`config.mk`:
```
export PLATFORM = sky130hd
export DESIGN_NAME = avmm_reg_responder_flat
export DESIGN_NICKNAME = d
export VERILOG_FILES = /design/src/rtl/avmm_reg_responder_if.sv /design/src/rtl/avmm_reg_responder.sv /design/src/flat_wrapper.sv
export SDC_FILE = /design/constraint.sdc
export NUM_CORES = 1
export LEC_CHECK = 0
export CAP_MARGIN = 20
export CORE_MARGIN = 2
export CORE_UTILIZATION = 40
export DETAILED_ROUTE_END_ITERATION = 10
export HOLD_SLACK_MARGIN = 0.1
export PLACE_DENSITY = 0.76
export SLEW_MARGIN = 0
export SYNTH_ARGS = -nofsm -noshare
export SYNTH_HDL_FRONTEND = slang
export SYNTH_SLANG_ARGS = --single-unit
```
`constraint.sdc`:
```
create_clock -name clk -period 4.9 [get_ports clk]
set_input_delay 0.735 -clock clk [delete_from_list [all_inputs] [get_ports clk]]
set_output_delay 0.735 -clock clk [all_outputs]
set_load 0.05 [all_outputs]
```
`src/rtl/avmm_reg_responder_if.sv`:
```
// Avalon-MM register-bus bundle between the controller's 8-bit avm_m0
// master and the avmm_reg_responder slave.
//   avs_address        8  register address (master -> slave)
//   avs_read           1  read request, held while waitrequest=1
//   avs_write          1  write request, held while waitrequest=1
//   avs_writedata      8  write data
//   avs_waitrequest    1  1 = command not yet accepted (slave -> master)
//   avs_readdata       8  read data, zero unless readdatavalid
//   avs_readdatavalid  1  one-cycle read response strobe
interface avmm_reg_responder_if;
  logic [7:0] avs_address;
  logic       avs_read;
  logic       avs_write;
  logic [7:0] avs_writedata;
  logic       avs_waitrequest;
  logic [7:0] avs_readdata;
  logic       avs_readdatavalid;

  modport master (
    output avs_address, avs_read, avs_write, avs_writedata,
    input  avs_waitrequest, avs_readdata, avs_readdatavalid
  );

  modport slave (
    input  avs_address, avs_read, avs_write, avs_writedata,
    output avs_waitrequest, avs_readdata, avs_readdatavalid
  );
endinterface

```
`src/rtl/avmm_reg_responder.sv`:
```
// Avalon-MM register responder: 8-bit register bank with ID, sticky events
// (W1C), irq mask, RW control regs, error counter and RO status regs.
// Ports:
//   clk       single clock, rising edge
//   reset_n   asynchronous active-low reset
//   avs       avmm_reg_responder_if.slave register bus
//   sts_in    live status, reg k = sts_in[8k+7:8k] at 0x80+k
//   sts_evt   event pulses setting sticky bits
//   ctrl_out  control regs, reg k = ctrl_out[8k+7:8k] at 0x03+k
//   irq       registered |(sticky & irq_mask)
//
// state  | meaning
// S_IDLE | no command pending, waitrequest high
// S_WAIT | command seen, counting WAIT_CYC stall cycles
// S_ACK  | waitrequest low for one cycle, command sampled here
module avmm_reg_responder #(
  parameter logic [7:0] BLOCK_ID = 8'hA5,
  parameter int NCTRL    = 8,
  parameter int NSTS     = 4,
  parameter int WAIT_CYC = 1,
  parameter int READ_LAT = 2
) (
  input  logic                 clk,
  input  logic                 reset_n,
  avmm_reg_responder_if.slave  avs,
  input  logic [8*NSTS-1:0]    sts_in,
  input  logic [7:0]           sts_evt,
  output logic [8*NCTRL-1:0]   ctrl_out,
  output logic                 irq
);
  localparam logic [7:0] CTRL_END = 8'(3 + NCTRL);
  localparam logic [7:0] STS_END  = 8'(128 + NSTS);

  typedef enum logic [1:0] {S_IDLE, S_WAIT, S_ACK} state_t;
  state_t     state_q, state_d;
  logic [3:0] cnt_q, cnt_d;
  logic       req;

  assign req = avs.avs_read | avs.avs_write;

  always_ff @(posedge clk or negedge reset_n) begin
    if (!reset_n) begin
      state_q <= S_IDLE;
      cnt_q   <= 4'd0;
    end else begin
      state_q <= state_d;
      cnt_q   <= cnt_d;
    end
  end

  // Stall counter loads WAIT_CYC on entry and leaves at terminal count 1.
  // A request that vanishes before ACK is dropped without side effects.
  always_comb begin
    state_d = state_q;
    cnt_d   = cnt_q;
    unique case (state_q)
      S_IDLE: begin
        if (req) begin
          if (WAIT_CYC == 0) begin
            state_d = S_ACK;
          end else begin
            state_d = S_WAIT;
            cnt_d   = 4'(WAIT_CYC);
          end
        end
      end
      S_WAIT: begin
        if (!req)                state_d = S_IDLE;
        else if (cnt_q == 4'd1)  state_d = S_ACK;
        else                     cnt_d   = cnt_q - 4'd1;
      end
      S_ACK:   state_d = S_IDLE;
      default: state_d = S_IDLE;
    endcase
  end

  always_comb begin
    avs.avs_waitrequest = (state_q != S_ACK);
  end

  // Accept decode; read+write together is handled as a write.
  logic       acc, acc_wr, acc_rd;
  logic [7:0] addr, wdata, ctrl_idx, sts_idx;
  logic       is_id, is_sticky, is_mask, is_ctrl, is_err, is_sts, mapped, ro;

  assign acc    = (state_q == S_ACK) && req;
  assign acc_wr = acc && avs.avs_write;
  assign acc_rd = acc && avs.avs_read && !avs.avs_write;
  assign addr   = avs.avs_address;
  assign wdata  = avs.avs_writedata;

  assign is_id     = (addr == 8'h00);
  assign is_sticky = (addr == 8'h01);
  assign is_mask   = (addr == 8'h02);
  assign is_ctrl   = (addr >= 8'h03) && (addr < CTRL_END);
  assign is_err    = (addr == 8'h7F);
  assign is_sts    = (addr >= 8'h80) && (addr < STS_END);
  assign mapped    = is_id | is_sticky | is_mask | is_ctrl | is_err | is_sts;
  assign ro        = is_id | is_sts;
  assign ctrl_idx  = addr - 8'h03;
  assign sts_idx   = addr - 8'h80;

  logic [7:0] sticky_q, mask_q, err_q, sticky_d, rd_val;
  logic       err_inc, err_clr;

  assign err_inc = acc && (!mapped || (avs.avs_write && ro) ||
                           (avs.avs_read && avs.avs_write));
  assign err_clr = acc_wr && is_err;

  // Set wins over a same-cycle W1C clear.
  assign sticky_d = (sticky_q & ~((acc_wr && is_sticky) ? wdata : 8'h00)) | sts_evt;

  always_comb begin
    rd_val = 8'h00;
    if (is_id)          rd_val = BLOCK_ID;
    else if (is_sticky) rd_val = sticky_q;
    else if (is_mask)   rd_val = mask_q;
    else if (is_err)    rd_val = err_q;
    for (int k = 0; k < NCTRL; k++)
      if (is_ctrl && ctrl_idx == 8'(k)) rd_val = ctrl_out[8*k +: 8];
    for (int k = 0; k < NSTS; k++)
      if (is_sts && sts_idx == 8'(k)) rd_val = sts_in[8*k +: 8];
  end

  // Read response pipeline; data is forced to zero in empty slots so the
  // output is zero whenever readdatavalid is low.
  logic [READ_LAT-1:0] vld_q;
  logic [7:0]          dat_q [READ_LAT];

  always_ff @(posedge clk or negedge reset_n) begin
    if (!reset_n) begin
      sticky_q <= 8'h00;
      mask_q   <= 8'h00;
      err_q    <= 8'h00;
      ctrl_out <= '0;
      irq      <= 1'b0;
      vld_q    <= '0;
      for (int k = 0; k < READ_LAT; k++) dat_q[k] <= 8'h00;
    end else begin
      sticky_q <= sticky_d;
      irq      <= |(sticky_q & mask_q);
      if (acc_wr && is_mask) mask_q <= wdata;
      for (int k = 0; k < NCTRL; k++)
        if (acc_wr && is_ctrl && ctrl_idx == 8'(k)) ctrl_out[8*k +: 8] <= wdata;
      if (err_clr)                        err_q <= err_inc ? 8'h01 : 8'h00;
      else if (err_inc && err_q != 8'hFF) err_q <= err_q + 8'h01;
      vld_q[0] <= acc_rd;
      dat_q[0] <= acc_rd ? rd_val : 8'h00;
      for (int k = 1; k < READ_LAT; k++) begin
        vld_q[k] <= vld_q[k-1];
        dat_q[k] <= dat_q[k-1];
      end
    end
  end

  assign avs.avs_readdatavalid = vld_q[READ_LAT-1];
  assign avs.avs_readdata      = dat_q[READ_LAT-1];
endmodule
```
`src/flat_wrapper.sv`:
```
// flat-port wrapper written by rule: the top's interface ports become plain ports
module avmm_reg_responder_flat 
#(
  parameter logic [7:0] BLOCK_ID = 8'hA5,
  parameter int NCTRL    = 8,
  parameter int NSTS     = 4,
  parameter int WAIT_CYC = 1,
  parameter int READ_LAT = 2
)
  (clk, reset_n, sts_in, sts_evt, ctrl_out, irq, avs_avs_address, avs_avs_read, avs_avs_write, avs_avs_writedata, avs_avs_waitrequest, avs_avs_readdata, avs_avs_readdatavalid);
  avmm_reg_responder_if avs_i ();
  input  logic clk;
  input  logic reset_n;
  input  logic [8*NSTS-1:0] sts_in;
  input  logic [7:0] sts_evt;
  output logic [8*NCTRL-1:0] ctrl_out;
  output logic irq;
  input wire logic [$bits(avs_i.avs_address)-1:0] avs_avs_address;
  input wire logic [$bits(avs_i.avs_read)-1:0] avs_avs_read;
  input wire logic [$bits(avs_i.avs_write)-1:0] avs_avs_write;
  input wire logic [$bits(avs_i.avs_writedata)-1:0] avs_avs_writedata;
  output wire logic [$bits(avs_i.avs_waitrequest)-1:0] avs_avs_waitrequest;
  output wire logic [$bits(avs_i.avs_readdata)-1:0] avs_avs_readdata;
  output wire logic [$bits(avs_i.avs_readdatavalid)-1:0] avs_avs_readdatavalid;
  assign avs_i.avs_address = avs_avs_address;
  assign avs_i.avs_read = avs_avs_read;
  assign avs_i.avs_write = avs_avs_write;
  assign avs_i.avs_writedata = avs_avs_writedata;
  assign avs_avs_waitrequest = avs_i.avs_waitrequest;
  assign avs_avs_readdata = avs_i.avs_readdata;
  assign avs_avs_readdatavalid = avs_i.avs_readdatavalid;
  avmm_reg_responder #(.BLOCK_ID(BLOCK_ID), .NCTRL(NCTRL), .NSTS(NSTS), .WAIT_CYC(WAIT_CYC), .READ_LAT(READ_LAT)) u_core (.clk(clk), .reset_n(reset_n), .avs(avs_i), .sts_in(sts_in), .sts_evt(sts_evt), .ctrl_out(ctrl_out), .irq(irq));
endmodule
```
# Word level (Yosys, flattened, before mapping)
# Index checks and enable logic that the tools add are counted.
[word_totals] wordCells=134 output_inout_bits=75 in_bits=60 register_bits=113
[classes] n_reduce_logical=47 order_cmp=4 n_bitwise=11 muxes=29 eq_ne=22 n_addsub=4
[op_table] cell="8-bit two-way mux" n=20
[op_table] cell="8-bit by 2-bit == test with 1-bit output (second input constant)" n=5
[op_table] cell="1-bit logical AND" n=34
[op_table] cell="8-bit by 3-bit == test with 1-bit output (second input constant)" n=4
[op_table] cell="8-bit by 1-bit == test with 1-bit output (second input constant)" n=3
[op_table] cell="8-bit logical NOT" n=3
[op_table] cell="8-bit AND" n=2
[op_table] cell="4-bit two-way mux" n=3
[op_table] cell="8-bit by 1-bit adder with 8-bit output (second input constant)" n=1
[op_table] cell="8-bit by 7-bit == test with 1-bit output (second input constant)" n=1
[op_table] cell="8-bit by 2-bit >= comparator with 1-bit output (second input constant)" n=1
[op_table] cell="8-bit >= comparator (second input constant)" n=1
[op_table] cell="8-bit by 4-bit less-than comparator with 1-bit output (second input constant)" n=1
[op_table] cell="8-bit less-than comparator (second input constant)" n=1
[op_table] cell="8-bit inequality test (second input constant)" n=1
[op_table] cell="8-bit NOT" n=1
[op_table] cell="8-bit OR" n=1
[op_table] cell="4-bit case mux with 2 select lines" n=1
[op_table] cell="8-bit OR reduction" n=1
[op_table] cell="8-bit by 2-bit subtractor with 8-bit output (second input constant)" n=1
[op_table] cell="8-bit subtractor (second input constant)" n=1
[op_table] cell="1-bit OR" n=7
[op_table] cell="2-bit two-way mux" n=3
[op_table] cell="4-bit by 1-bit == test with 1-bit output (second input constant)" n=1
[op_table] cell="14 further kinds" n=19

# Depth between registers and ports, before layout
[logic_depth] depth_word=18 depth_mapped=9 depth_no_buf=8

# Worst setup path after synthesis
# Ideal clock, no wire load.
[synth_timing] kind="input -> register" start="input port avs_avs_address[3]" end="register u_core.mask_q[0]" setup_time_ns=0.125 path_stages=5 required_time_ns=4.775 t_arrival_ns=2.306 n_path_buf=1 setup_slack_ns=2.469 path_cell_list="nor4_1 nand2_2 or3_1 buf_2 mux2_4"
[synth_between] elab_chain_cells=2
[synth_lines] element="start: declaration" line="flat_wrapper.sv:18" source="input wire logic [$bits(avs_i.avs_address)-1:0] avs_avs_address;"
[synth_lines] element="8-bit by 2-bit == test with 1-bit output" line="avmm_reg_responder.sv:94" source="assign is_mask = (addr == 8'h02);"
[synth_lines] element="1-bit logical AND" line="avmm_reg_responder.sv:142" source="if (acc_wr && is_mask) mask_q <= wdata;"
[synth_lines] element="end signal: assignment" line="avmm_reg_responder.sv:142"
[synth_lines] element="end: declaration" line="avmm_reg_responder.sv:103" source="logic [7:0] sticky_q, mask_q, err_q, sticky_d, rd_val;"
# Every way passes these cells.
# A chain may end at the register's enable or synchronous reset.

# Final worst setup path
[layout_timing] start="input port avs_avs_address[2]" end="register u_core.dat_q[15] (netlist bit)"
[layout_between] elab_chain_cells=18 elab_cells_between_ends=53 classes_between="add/sub (2); order compare (4); eq/ne (13); mux (17); reduce/logical (17)"
[layout_lines] element="branches (longest 16 deep; another with 8-bit by 2-bit subtractor with 8-bit output)"
[layout_lines] element="8-bit two-way mux *" line="avmm_reg_responder.sv:122" source="if (is_sts && sts_idx == 8'(k)) rd_val = sts_in[8*k +: 8];"
[layout_lines] element="8-bit two-way mux *" line="avmm_reg_responder.sv:148" source="dat_q[0] <= acc_rd ? rd_val : 8'h00;"
[layout_lines] element="end signal: indexed assignment" line="avmm_reg_responder.sv:151" source="dat_q[k] <= dat_q[k-1];"
[layout_lines] element="end: declaration" line="avmm_reg_responder.sv:128" source="logic [7:0] dat_q [READ_LAT];"
# Mark *: on every way between the ends.

==> impl_results.md <==
- Layout overhead on the synthesized area: 33.1%
- Number of antenna violations at the first check in global routing: 0
- Post-layout min period: 3.30 ns
- Post-Route Hold Slack: 0.349 ns
- Critical-path maximum fanout: 14
- Crit path largest cell delay: 0.72 ns
- Leakage Power: 3.38 nW
- Post-CTS setup repair buffer count: 0
- Worst Setup End Kind: flip-flop
- Max Clk Rate: 0.303 GHz
- Vias: 5,203
- Combinational Power Share: 15.2%
- Worst vdd rail ir drop: 0.226 mV
- Number of nets in the synthesized netlist: 611
- Starting density of the core: 41.2%
- Count of pins over their slew limit: 0
- DR vias/cell: 6.02
- Iteration-0 DRC count of the detailed router: 505
- Sum of buffers and inverters on the critical path: 1
- Antenna diode count: 0
- Synth Flop Type: sky130_fd_sc_hd__dfrtp_1
- Post-Synthesis Cells: 548
- Placeable core region: 14,600 um^2
- Most frequent standard cell in the layout excluding fill and tap cells: sky130_fd_sc_hd__clkdlybuf4s50_1
- Switching power total: 0.751 mW
- Synth Warn #: 0
- Clk_lat worst skew: 0.42 ns
- Wire length of the first global-routing pass: 31,600 um
- Unrepaired setup endpoints after global routing: no
- Average wire length per cell after detail routing: 23.5 um
- Synthesized area: 6010 um^2
- DR DRC count: 0
- Number of flops mapped to enable cells by yosys: 0
- Internal power: 1.86 mW
- CTS tree: built
- CTS Buf Count: 17
- Number of library cell types mapped by synthesis: 68
- Fraction of layout cells with a size suffix above 1: 19.7%
- Reg-to-reg slack, setup: 2.56 ns
- Number of H-tree levels: 4
- DPL Wire Length: 14,500 um
- Proportion of synthesized chip area in sequential cells: 47.0%
- Antenna violation net count after detailed routing: 0
- CP top delay family: simple AND/OR/NAND/NOR gates
- Pin count of the biggest net entering global routing: 59
- Required time worst endpoint: 5.20 ns
- Fraction of synthesis flops using an asynchronous set or reset pin: 100%
- Pre-Repair DR Iteration Count: 5
- Number of gates resized after cts: 0
- Clk slew on worst S/H paths: 0.06 ns
- Number of failing hold endpoints at the final stage: 0
- Run status: finished, final reports clean
- Sequential share of power: 39.6%
- CP max-delay cell: sky130_fd_sc_hd__nor2_1
- Final global-route overflow total: 0
- Final critical-path share of the clock period: 67.3%
- Cells along the critical path: clkdlybuf4s50_1 -> or4_4 -> nor2_1 -> o21ai_0 -> o221a_2 -> a221oi_1
- Via count of the first global-routing pass: 5,345
- Worst-Margin Slew: 0.934 ns
- Maximum count of clock buffers along a single path: 2
- Total routed wirelength: 20,300 um
- Pwr/cell area: 326 nW/um^2
- Commonest non-fill, non-tap cells in the layout: sky130_fd_sc_hd__clkdlybuf4s50_1 (131), sky130_fd_sc_hd__dfrtp_1 (113), sky130_fd_sc_hd__mux2_2 (61)
- Critical path data arrival time: 3.60 ns
- Mean instance size in the synthesized netlist: 11.0 um^2
- Hold-fix buffers at CTS: 0
- DIE HEIGHT: 127 um
- Count of state elements after synthesis: 113
- Total negative slack for setup checks: 0 ns
- Critical Path Source Type: input port
- Number of clock sinks: 113
- Library cell used as clock root buffer: sky130_fd_sc_hd__clkbuf_16
- Die Footprint: 16,000 um^2
- Clock power share: 45.3%
- Worst-case headroom to the max-slew limit: 37.7%
- Max Cap Viol: 0
- Critical Setup Path Class: input port to flip-flop
- Chip Width: 127 um
- Class of the most critical hold timing path: flip-flop to flip-flop
- Worst Clk Skew: 0.00668 ns
- Number of nets in the finished design: 730
- Final Wtd Congestion: 0.936
- Number of primary I/O pins: 135
- GR Util All Layers: 26.1%
- Proportion of total power due to net switching: 28.8%
- Finish-stage setup viols: 0
- IO buf count: 134
- Num rows: 44
[final timing paths]
check,from,end,depth (start not counted)
max reg2reg,u_core.state_q[0]$_DFFE_PN0P_,u_core.ctrl_out[49]$_DFFE_PN0P_,5
min reg2reg,u_core.dat_q[10]$_DFF_PN0_,u_core.avs.avs_readdata[2]$_DFF_PN0_,0
min,u_core.dat_q[10]$_DFF_PN0_,u_core.avs.avs_readdata[2]$_DFF_PN0_,0
min in group asynchronous,reset_n,u_core.ctrl_out[4]$_DFFE_PN0P_,2
max,avs_avs_address[2],u_core.dat_q[15]$_DFF_PN0_,6
max in group asynchronous,reset_n,u_core.ctrl_out[18]$_DFFE_PN0P_,2
[sequential cells by signal, summed over array words and instances, names as in the netlist]
signal and cells:
u_core.avs.avs_readdata 8, u_core.cnt_q 4, u_core.ctrl_out 64, u_core.dat_q 8
u_core.err_q 8, u_core.irq 1, u_core.mask_q 8, u_core.state_q 2
u_core.sticky_q 8, u_core.vld_q 2
[synth_stat cells (5+ instances only)]
master                      count  area share (%)
sky130_fd_sc_hd__mux2_1         8             1.5
sky130_fd_sc_hd__a21oi_1       25             2.1
sky130_fd_sc_hd__mux2_4         8             2.0
sky130_fd_sc_hd__o2bb2ai_1      5            0.73
sky130_fd_sc_hd__nor2_1        27             1.7
sky130_fd_sc_hd__mux4_2         5             1.9
sky130_fd_sc_hd__or3_1          8            0.83
sky130_fd_sc_hd__dfrtp_1      113              47
sky130_fd_sc_hd__mux2i_1       11             1.8
sky130_fd_sc_hd__nand2_1       37             2.3
sky130_fd_sc_hd__o22ai_1       13             1.4
sky130_fd_sc_hd__mux2_2        61              11
sky130_fd_sc_hd__clkbuf_1      15            0.94
sky130_fd_sc_hd__o21ai_0       29             2.4
sky130_fd_sc_hd__o21a_1         5            0.62
sky130_fd_sc_hd__nor2b_1        6            0.62
sky130_fd_sc_hd__inv_1          9            0.56
sky130_fd_sc_hd__nor3_1        15             1.2
sky130_fd_sc_hd__a22oi_1        9             1.1
sky130_fd_sc_hd__buf_1          9            0.56
sky130_fd_sc_hd__buf_2          9            0.75
sky130_fd_sc_hd__a21o_1        10             1.2
sky130_fd_sc_hd__nand2b_1       6            0.62
sky130_fd_sc_hd__buf_4          8             1.0
sky130_fd_sc_hd__nand3_1       11            0.92
[cell families after synthesis]
| kind of cell | Yosys count | share of synthesized area, % |
|---|---|---|
| flops | 113 | 47.0 |
| compound gates | 143 | 17.1 |
| mux | 93 | 18.6 |
| xor+xnor | 1 | 0.146 |
| buf+inv | 50 | 3.81 |
| simple gates | 145 | 12.6 |
| fa+ha+maj | 3 | 0.625 |
[power by group through the flow]
stage,clock network [mW],registers (mW),logic (mW)
after floorplan,0,1.06,0.202
after global placement,0,1.04,0.371
after detailed placement,0,1.05,0.392
after CTS,1.19,1.03,0.395
after global routing,1.24,1.04,0.427
final,1.18,1.03,0.396
[per-layer routing]
layer  up-vias  GRT usage (%)  routed length [um]
met3        37           5.15                1450
li1       2294              -                   -
met5         -              0                   0
met2       249           41.1                9630
met4         0           8.99                 462
met1      2623           36.1                8730
[area by class of cell]
class                      count  area (um^2)
fill                        1263         6590
tap                          184          230
clock buffer                  18          439
inverter                       9         33.8
timing repair buffer         141         1380
multi-input combinational    385         2950
sequential                   113         2830
clock inverter                14          131
[per-stage QoR]
stage | power [mW] | setup slack [ns] | util (%) | cell area, um^2 | std cells
2_1_floorplan | 1.26 | 2.47 | - | 6010 | 548
3_3_place_gp | 1.41 | 1.39 | 50.9 | 7430 | 832
3_5_place_dp | 1.44 | 1.26 | 50.9 | 7430 | 832
4_1_cts | 2.62 | 1.68 | 54.8 | 8000 | 864
5_1_grt | 2.70 | 1.47 | 54.8 | 8000 | 864
6_report | 2.61 | 1.60 | 54.8 | 8000 | 864
Note: power is estimated with default switching activity, not from simulation.
